<file path="src/rtl/alu_pkg.sv">
// Shared ALU definitions: sequencer states, slice width, add/sub op encoding.
// Helper functions size the slice counter from the datapath width.
package alu_pkg;

  localparam int SLICE = 4;

  localparam logic OP_ADD = 1'b0;
  localparam logic OP_SUB = 1'b1;

  typedef enum logic [1:0] {
    ST_IDLE = 2'd0,
    ST_ADD  = 2'd1,
    ST_DONE = 2'd2
  } state_t;

  function automatic int slice_count(input int width);
    return width / SLICE;
  endfunction

  // Counter needs at least one bit even when a single slice covers the word.
  function automatic int count_bits(input int n);
    return (n > 1) ? $clog2(n) : 1;
  endfunction

endpackage

</file>
<file path="src/rtl/add32_seq_if.sv">
// Request/result bundle for the sequential adder; flag signals exist only
// when ADD32_SEQ_FLAGS_EN is defined.
interface add32_seq_if #(
  parameter int WIDTH = 32
);

  logic             i_start;
  logic             i_op_sub;
  logic [WIDTH-1:0] i_a;
  logic [WIDTH-1:0] i_b;
  logic             o_busy;
  logic             o_done;
  logic [WIDTH-1:0] o_s;
  logic             o_co;

`ifdef ADD32_SEQ_FLAGS_EN
  logic o_n;
  logic o_z;
  logic o_v;

  modport master (
    output i_start, i_op_sub, i_a, i_b,
    input  o_busy, o_done, o_s, o_co, o_n, o_z, o_v
  );

  modport slave (
    input  i_start, i_op_sub, i_a, i_b,
    output o_busy, o_done, o_s, o_co, o_n, o_z, o_v
  );
`else
  modport master (
    output i_start, i_op_sub, i_a, i_b,
    input  o_busy, o_done, o_s, o_co
  );

  modport slave (
    input  i_start, i_op_sub, i_a, i_b,
    output o_busy, o_done, o_s, o_co
  );
`endif

endinterface

</file>
<file path="src/rtl/add_slice4.sv">
// 4-bit ripple adder slice built from full-adder cells; c3 is the carry into bit 3.
// Purely combinational, no handshake.
module add_slice4 (
  input  logic [3:0] a,
  input  logic [3:0] b,
  input  logic       ci,
  output logic [3:0] s,
  output logic       co,
  output logic       c3
);

  logic [4:0] c;

  assign c[0] = ci;

  for (genvar i = 0; i < 4; i++) begin : g_fa
    fa_cell u_fa (
      .a  (a[i]),
      .b  (b[i]),
      .ci (c[i]),
      .s  (s[i]),
      .co (c[i+1])
    );
  end

  assign co = c[4];
  assign c3 = c[3];

endmodule

</file>
<file path="src/rtl/fa_cell.sv">
// Single-bit full adder cell.
// Purely combinational, no handshake.
module fa_cell (
  input  logic a,
  input  logic b,
  input  logic ci,
  output logic s,
  output logic co
);

  assign s  = a ^ b ^ ci;
  assign co = (a & b) | (ci & (a ^ b));

endmodule

</file>
<file path="src/rtl/add32_seq.sv">
// Multi-cycle WIDTH-bit add/sub reusing one 4-bit slice per cycle, LSB first (ADD32_SEQ_FLAGS_EN adds N/Z/V).
// Latency: o_done pulses WIDTH/SLICE cycles after accept (8 at defaults).
// Backpressure: i_start is only accepted in IDLE or DONE; requests while busy are dropped.
module add32_seq
  import alu_pkg::*;
#(
  parameter int WIDTH = 32
) (
  input  logic        clk,
  input  logic        reset_n,
  add32_seq_if.slave  bus
);

  localparam int            NSL  = slice_count(WIDTH);
  localparam int            CW   = count_bits(NSL);
  localparam logic [CW-1:0] LAST = CW'(NSL - 1);

  state_t           state;
  state_t           state_nxt;
  logic [CW-1:0]    count;
  logic [WIDTH-1:0] a_q;
  logic [WIDTH-1:0] bx_q;
  logic [WIDTH-1:0] s_q;
  logic             carry_q;
  logic             co_q;

  logic             accept;
  logic             step;
  logic             last;
  logic [SLICE-1:0] op_a;
  logic [SLICE-1:0] op_b;
  logic [SLICE-1:0] s4;
  logic             c_out;
  logic             c3;
  logic [WIDTH-1:0] res_nxt;

  assign last = (count == LAST);
  assign op_a = a_q[int'(count)*SLICE +: SLICE];
  assign op_b = bx_q[int'(count)*SLICE +: SLICE];

  add_slice4 u_slice (
    .a  (op_a),
    .b  (op_b),
    .ci (carry_q),
    .s  (s4),
    .co (c_out),
    .c3 (c3)
  );

  // Result word as it will look after this cycle's slice is written back.
  always_comb begin
    res_nxt = s_q;
    res_nxt[int'(count)*SLICE +: SLICE] = s4;
  end

  always_ff @(posedge clk or negedge reset_n) begin
    if (!reset_n) begin
      state <= ST_IDLE;
    end else begin
      state <= state_nxt;
    end
  end

  always_comb begin
    state_nxt = state;
    accept    = 1'b0;
    step      = 1'b0;
    unique case (state)
      ST_IDLE: begin
        if (bus.i_start) begin
          accept    = 1'b1;
          state_nxt = ST_ADD;
        end
      end
      ST_ADD: begin
        step = 1'b1;
        if (last) begin
          state_nxt = ST_DONE;
        end
      end
      ST_DONE: begin
        if (bus.i_start) begin
          accept    = 1'b1;
          state_nxt = ST_ADD;
        end else begin
          state_nxt = ST_IDLE;
        end
      end
      default: state_nxt = ST_IDLE;
    endcase
  end

  // Subtract is a + ~b + 1: invert b once on accept and seed the carry.
  always_ff @(posedge clk or negedge reset_n) begin
    if (!reset_n) begin
      count   <= '0;
      a_q     <= '0;
      bx_q    <= '0;
      s_q     <= '0;
      carry_q <= 1'b0;
      co_q    <= 1'b0;
    end else if (accept) begin
      count   <= '0;
      a_q     <= bus.i_a;
      bx_q    <= bus.i_b ^ {WIDTH{bus.i_op_sub == OP_SUB}};
      carry_q <= (bus.i_op_sub != OP_ADD);
    end else if (step) begin
      count   <= count + 1'b1;
      s_q     <= res_nxt;
      carry_q <= c_out;
      if (last) begin
        co_q <= c_out;
      end
    end
  end

`ifdef ADD32_SEQ_FLAGS_EN
  logic n_q;
  logic z_q;
  logic v_q;

  always_ff @(posedge clk or negedge reset_n) begin
    if (!reset_n) begin
      n_q <= 1'b0;
      z_q <= 1'b0;
      v_q <= 1'b0;
    end else if (step && last) begin
      n_q <= res_nxt[WIDTH-1];
      z_q <= (res_nxt == '0);
      v_q <= c3 ^ c_out;
    end
  end

  assign bus.o_n = n_q;
  assign bus.o_z = z_q;
  assign bus.o_v = v_q;
`else
  logic unused_c3;
  assign unused_c3 = c3;
`endif

  assign bus.o_busy = (state == ST_ADD);
  assign bus.o_done = (state == ST_DONE);
  assign bus.o_s    = s_q;
  assign bus.o_co   = co_q;

endmodule

</file>
<file path="src/flat_wrapper.sv">
// flat-port wrapper written by rule: the top's interface ports become plain ports
module add32_seq_flat import alu_pkg::*;
#(
  parameter int WIDTH = 32
)
  (clk, reset_n, bus_i_start, bus_i_op_sub, bus_i_a, bus_i_b, bus_o_busy, bus_o_done, bus_o_s, bus_o_co);
  add32_seq_if #(.WIDTH(WIDTH)) bus_i ();
  input  logic clk;
  input  logic reset_n;
  input wire logic [$bits(bus_i.i_start)-1:0] bus_i_start;
  input wire logic [$bits(bus_i.i_op_sub)-1:0] bus_i_op_sub;
  input wire logic [$bits(bus_i.i_a)-1:0] bus_i_a;
  input wire logic [$bits(bus_i.i_b)-1:0] bus_i_b;
  output wire logic [$bits(bus_i.o_busy)-1:0] bus_o_busy;
  output wire logic [$bits(bus_i.o_done)-1:0] bus_o_done;
  output wire logic [$bits(bus_i.o_s)-1:0] bus_o_s;
  output wire logic [$bits(bus_i.o_co)-1:0] bus_o_co;
  assign bus_i.i_start = bus_i_start;
  assign bus_i.i_op_sub = bus_i_op_sub;
  assign bus_i.i_a = bus_i_a;
  assign bus_i.i_b = bus_i_b;
  assign bus_o_busy = bus_i.o_busy;
  assign bus_o_done = bus_i.o_done;
  assign bus_o_s = bus_i.o_s;
  assign bus_o_co = bus_i.o_co;
  add32_seq #(.WIDTH(WIDTH)) u_core (.clk(clk), .reset_n(reset_n), .bus(bus_i));
endmodule
</file>
<file path="config.mk">
export PLATFORM = sky130hd
export DESIGN_NAME = add32_seq_flat
export DESIGN_NICKNAME = d
export VERILOG_FILES = /design/src/rtl/alu_pkg.sv /design/src/rtl/add32_seq_if.sv /design/src/rtl/add_slice4.sv /design/src/rtl/fa_cell.sv /design/src/rtl/add32_seq.sv /design/src/flat_wrapper.sv
export SDC_FILE = /design/constraint.sdc
export NUM_CORES = 1
export LEC_CHECK = 0
export CAP_MARGIN = 20
export CORE_MARGIN = 4
export CORE_UTILIZATION = 55
export DETAILED_ROUTE_END_ITERATION = 16
export PLACE_DENSITY = 0.86
export SLEW_MARGIN = 20
export SYNTH_ARGS = -nofsm -noshare
export SYNTH_HDL_FRONTEND = slang
export SYNTH_HIERARCHICAL = 1
export SYNTH_SLANG_ARGS = --single-unit
</file>
<file path="constraint.sdc">
create_clock -name clk -period 10.1 [get_ports clk]
set_clock_uncertainty 0.1 [all_clocks]
set_input_delay 1.515 -clock clk [delete_from_list [all_inputs] [get_ports clk]]
set_output_delay 1.515 -clock clk [all_outputs]
set_load 0.01 [all_outputs]
</file>
==> results.md, run 1 <==
* Via density at 5.28
* Post-layout util at 70.7%
* Total power draw at 1.87 mW
* CTS tree: done
* CTS resizes at 0
* Crit-path leading delay family: adder cells
* Row Count at 34
* WL per Instance at 15.6 um
* N_diodes at 0
* Synthesized Nets at 524
* Vias at 3425
* Clock Latency Late Sink at 0.35 ns
* Core area at 8680 um^2
* Relative slew slack at 33.6%
* Total Routing Usage GR at 20.6%
* First-pass GRT wire length at 16.8 mm
* Placed Area at 5930 um^2
* Unrepaired setup endpoints after global routing: false
* CP most frequent cell: fa_1
* Crit path max fanout at 23
* Post-CTS repair timing setup buffer count at 0
* Maximum vdd drop at 0.128 mV
* Starting density of the core at 56.4%
* DRT Pass-1 Iters at 4
* Mapped Cells at 447
* WL final at 10.1 mm
* Post-synth cell types at 32
* Worst setup slack after layout at 6.13 ns
* H-tree lvl count at 3
* Sequential-to-total area share from yosys stat at 52.6%
* Pleak at 2.81 nW
* CP max stage delay at 1.00 ns
* Post-Syn Area per Cell at 11.0 um^2
* Critical-path cell list: mux4_2 > nand2_1 > nand2_1 > fa_1 > fa_1 > fa_1 > fa_1 > and2_1 > mux2_2
* Setup TNS at 0 ns
* DR DRC count at 0
* Final period util at 39.3%
* Post-synth EDFFs at 0
* IO Port Bufs at 102
* Max Slew Vio Count at 0
* Setup Slack @ Placement at 6.13 ns
* Hold Path Class: reg2reg
* #FFs+latches synth at 103
* Max-cap check violation count at 0
* Worst Path Buf+Inv at 0
* Critical Path AT at 4.11 ns
* Gr ovfl total at 0
* Design area at 6130 um^2
* Crit-path slowest cell: dfrtp_1
* Cell area after synthesis at 4900 um^2
* Hold Violations, Final at 0
* Gpl congestion at 0.877
* Power Dens Cells at 304 nW/um^2
* Synth top area share at 52.6%
* CP Launch Type: register
* CTS Hold Bufs at 0
* Clock slew at reported path FFs at 0.09 ns
* DR iter-0 viols at 110
* Outcome: complete, no violations
* Initial antenna violation count at 0
* Final setup fails at 0
* Area delta synth->final at 25.2%
* Crit path capture type: register
* Hold path depth at 2
* CTS Buf Count at 9
* Root Buffer: clkbuf_8
* Yosys top cell by area: dfrtp_1
* Antenna-violating nets left at 0
* Path depth of the worst reg2reg path at 9
* Post-synth ARST share at 100%
* Chip height at 102 um
* Top_reg_cell synth: dfrtp_1
* Synth area leaders: dfrtp_1, nand2_1, mux2_2
* Die outline area at 10500 um^2
* Die width at 102 um
* Slew of the pin with the lowest slew margin at 0.996 ns
* Yosys warns at 6
* Nets at 614
* Max Freq at 252 MHz
* Largest net degree at the start of global routing at 65
* Min cycle time layout at 3.97 ns
* Worst Path Required at 10.24 ns
* # clock sinks at 103
* Crit path depth at 9
* Crit Path Class: reg2reg
* Vias in the first global route at 3532
* Dpl hpwl at 7.87 mm
* Io pins at 103
* Clock tree buffer depth at 2
* Layout cells sized above 1 at 14.2%
==> synth_stat cells (3+ instances only) <==
master / n
inv_1: 3
o21ai_0: 34
nor2b_1: 3
clkbuf_1: 10
and2_1: 7
ha_1: 5
fa_1: 4
dfrtp_1: 103
nand2_1: 159
mux4_2: 16
buf_2: 12
xnor2_1: 32
mux2_2: 33
==> placed cells by master, fill, tap and decap left out, drive strengths merged, types with 3 or more instances in the layout <==
cell / count
o21ai: 34
and2: 7
fa: 4
clkbuf: 10
buf: 5
nand2: 159
mux2: 33
mux4: 16
ha: 5
xnor2: 32
inv: 3
dfrtp: 103
nor2b: 3
clkinv: 3
clkdlybuf4s50: 100
==> path summary, 6_finish.rpt <==
path / start / end / slack [ns]
min in group asynchronous: reset_n / u_core/bus.o_s[20] / 1.06
worst min register to register: u_core/bx_q[19] / u_core/bx_q[19] / 0.39
worst min-delay path: u_core/bx_q[19] / u_core/bx_q[19] / 0.39
worst max register to register: u_core/count[1] / u_core/bus.o_s[31] / 6.13
worst max-delay path: u_core/count[1] / u_core/bus.o_s[31] / 6.13
max in group asynchronous: reset_n / u_core/bx_q[29] / 7.72
==> report_power, final <==
part	switching [mW]	internal (mW)	total [mW]
Combinational	0.434	0.458	0.891
Clock	0.133	0.120	0.253
Sequential	0.125	0.596	0.721
==> metrics by stage <==
stage          hold slack (ns)  cells
2_1_floorplan            0.340    447
3_3_place_gp             0.354    634
3_5_place_dp             0.368    634
4_1_cts                  0.390    649
5_1_grt                  0.416    649
6_report                 0.389    649
==> worst register-to-register path, stage by stage (launching register included) <==
cell,delay (ns)
dfrtp_1,1.00
mux4_2,0.42
nand2_1,0.08
nand2_1,0.08
fa_1,0.43
fa_1,0.39
fa_1,0.40
fa_1,0.49
and2_1,0.20
mux2_2,0.27
==> per-layer routing <==
| metal | up-vias | share of wire, % | global-route usage (%) | wire length (um) |
|---|---|---|---|---|
| li1 | 1649 | - | - | - |
| met1 | 1676 | 42 | 27.1 | 4200 |
| met2 | 92 | 52 | 35.9 | 5280 |
| met3 | 8 | 5.4 | 2.87 | 549 |
| met4 | 0 | 0.69 | 5.55 | 70 |
| met5 | - | 0 | 0 | 0 |
==> sequential cells by signal, indices dropped and copies added (netlist names) <==
signal	cells
u_core/bx_q	32
u_core/count	3
u_core/a_q	32
u_core/carry_q	1
u_core/bus.o_s	32
u_core/state	2
u_core/bus.o_co	1
==> cell type report <==
type / count / area [um^2]
clock buffer: 10 / 138
multi-input combinational: 314 / 2170
fill: 651 / 2550
tap: 108 / 135
timing repair buffer: 105 / 1040
sequential: 103 / 2580
clock inverter: 5 / 58.8
inverter: 4 / 15.0
==> logic make-up (layout without fill, tap and decap cells) <==
logic type / after synthesis / after routing / synth area share, %
AO/OA/AOI/OAI: 40 / 40 / 4.65
XOR/XNOR: 32 / 32 / 5.72
adder cells (fa/ha/maj): 9 / 9 / 2.91
buffers and inverters: 30 / 124 / 3.07
flip-flops: 103 / 103 / 52.6
multiplexers: 49 / 49 / 15.0
AND/OR/NAND/NOR: 184 / 184 / 16.0
(Power assumes the default switching activity.)
==> run 2, diff against run 1 <==
--- a/config.mk
+++ b/config.mk
@@ -7,9 +7,9 @@
 export LEC_CHECK = 0
 export CAP_MARGIN = 20
 export CORE_MARGIN = 4
-export CORE_UTILIZATION = 55
+export CORE_UTILIZATION = 46
 export DETAILED_ROUTE_END_ITERATION = 16
-export PLACE_DENSITY = 0.86
+export PLACE_DENSITY = 0.77
 export SLEW_MARGIN = 20
 export SYNTH_ARGS = -nofsm -noshare
 export SYNTH_HDL_FRONTEND = slang
==> constraint.sdc (replaced) <==
create_clock -name clk -period 3.65 [get_ports clk]
set_clock_uncertainty 0.1 [all_clocks]
set_input_delay 0.5475 -clock clk [delete_from_list [all_inputs] [get_ports clk]]
set_output_delay 0.5475 -clock clk [all_outputs]
set_load 0.01 [all_outputs]
==> run 2 against run 1 <==
Against the previous run: first-iteration DRC count is 110% higher; global-route usage shrank 2.9 points; fmax increased by 12%; sequential cell count did not move; wire length up 5.1%; worst hold slack worse by 0.30 ns; total power rose to 2.8 times the previous value; sequential share of layout area decreased by 0.84 points; via count rose by 1.5%; sequential power rose to 2.7 times the previous value; clock power rose to 2.6 times the previous value; critical path type unchanged; largest cell class unchanged; highest routed layer unchanged.
==> results.md, run 2 (synthesis gave the netlist of run 1 again) <==
* Gpl congestion at 0.898
* Placed Area at 6060 um^2
* Via density at 5.04
* Dpl hpwl at 8.22 mm
* Crit Path Class: reg2reg
* Clock power share at 12.2%
* Outcome: complete, no violations
* CP Launch Type: register
* Clock tree buffer depth at 2
* N_diodes at 0
* Vias in the first global route at 3574
* WL per Instance at 15.4 um
* Power Dens Cells at 844 nW/um^2
* CTS Buf Count at 9
* DR iter-0 viols at 226
* Vias at 3476
* Total power draw at 5.28 mW
* Layout cells sized above 1 at 16.5%
* Min cycle time layout at 3.55 ns
* Die width at 111 um
* Commonest non-fill, non-tap cells in the layout: nand2_1, dfrtp_1, clkdlybuf4s50_1, o21ai_0, mux2_2
* Worst Path Required at 3.80 ns
* R2R Setup Slk at 0.10 ns
* Hold Path Class: in2async
* Hold Violations, Final at 0
* Maximum vdd drop at 0.412 mV
* Root Buffer: clkbuf_8
* Nets at 625
* Design area at 6260 um^2
* Final setup fails at 0
* Antenna-violating nets left at 0
* Path depth of the worst reg2reg path at 10
* Clock Latency Late Sink at 0.36 ns
* Final period util at 97.1%
* Slew of the pin with the lowest slew margin at 0.879 ns
* WL final at 10.6 mm
* Io pins at 103
* Setup Slack @ Placement at 0.0198 ns
* Most common cell after layout, fill and taps aside: nand2_1
* H-tree lvl count at 3
* DR DRC count at 0
* Largest net degree at the start of global routing at 60
* Post-layout util at 60.6%
* Die outline area at 12400 um^2
* Area delta synth->final at 27.8%
* DRT Pass-1 Iters at 4
* Worst setup slack after layout at 0.105 ns
* Starting density of the core at 47.4%
* Internal Power at 3.31 mW
* Critical Path AT at 3.69 ns
* First-pass GRT wire length at 17.7 mm
* Setup TNS at 0 ns
* Pleak at 2.87 nW
* Core area at 10300 um^2
* CTS Hold Bufs at 0
* Sw power at 1.97 mW
* Max Slew Vio Count at 0
* Gr ovfl total at 0
* Total Routing Usage GR at 17.6%
* Relative slew slack at 41.4%
* # clock sinks at 103
* Unrepaired setup endpoints after global routing: false
* Chip height at 111 um
* Max-cap check violation count at 0
* CTS tree: done
* Max Freq at 282 MHz
* Sequential group share of total power at 36.9%
* Clock slew at reported path FFs at 0.09 ns
* Crit path capture type: register
* Combinational Power Share at 50.9%
* Crit path max fanout at 4
* Initial antenna violation count at 0
* Row Count at 37
* Net Sw Frac at 37.4%
* IO Port Bufs at 102
==> run 2: timing repair <==
item,in CTS,in global routing
setup buffers,0,1
gates resized for setup,0,6
setup endpoints to repair,0,7
==> run 2: worst paths after layout <==
kind	endpoint	start
min in group clk	u_core/a_q[26]	u_core/a_q[26]
min reg2reg	u_core/a_q[26]	u_core/a_q[26]
max in group asynchronous	u_core/a_q[31]	reset_n
max	u_core/bus.o_s[15]	u_core/count[0]
min	u_core/bus.o_s[20]	reset_n
max reg2reg	u_core/bus.o_s[15]	u_core/count[0]
==> run 2: layout make-up <==
type / count / area (um^2)
fill: 852 / 4070
sequential: 103 / 2580
multi-input combinational: 314 / 2180
timing repair buffer: 116 / 1140
tap: 136 / 170
clock buffer: 11 / 141
clock inverter: 5 / 33.8
inverter: 4 / 15.0
==> run 2: per-stage QoR <==
| step | hold WS, ns | std cells |
|---|---|---|
| floorplan | 0.152 | 447 |
| global placement | 0.356 | 672 |
| detailed placement | 0.362 | 672 |
| CTS | 0.0945 | 688 |
| global route | 0.117 | 689 |
| finish | 0.0845 | 689 |
==> run 2: routing by layer <==
metal	up-vias	routed length (um)	GRT usage, %
met2	94	5180	29.7
li1	1674	-	-
met3	16	562	3.38
met5	-	0	0
met4	0	167	5.19
met1	1692	4700	23.3
==> run 2: power groups by stage <==
stage | registers (mW) | clock network [mW] | logic, mW
finish | 1.95 | 0.647 | 2.69
global route | 2.02 | 0.716 | 2.95
CTS | 1.95 | 0.660 | 2.63
detailed placement | 1.97 | 0 | 2.62
global placement | 1.94 | 0 | 2.51
floorplan | 1.94 | 0 | 1.67
==> run 2: worst max-delay path, stage by stage (launching register included) <==
cell     delay [ns]
dfrtp_1        0.40
buf_6          0.13
mux4_2         0.48
nand2_1        0.09
nand2_1        0.08
fa_1           0.45
fa_2           0.37
fa_2           0.35
fa_1           0.55
and2_4         0.18
mux2_2         0.25
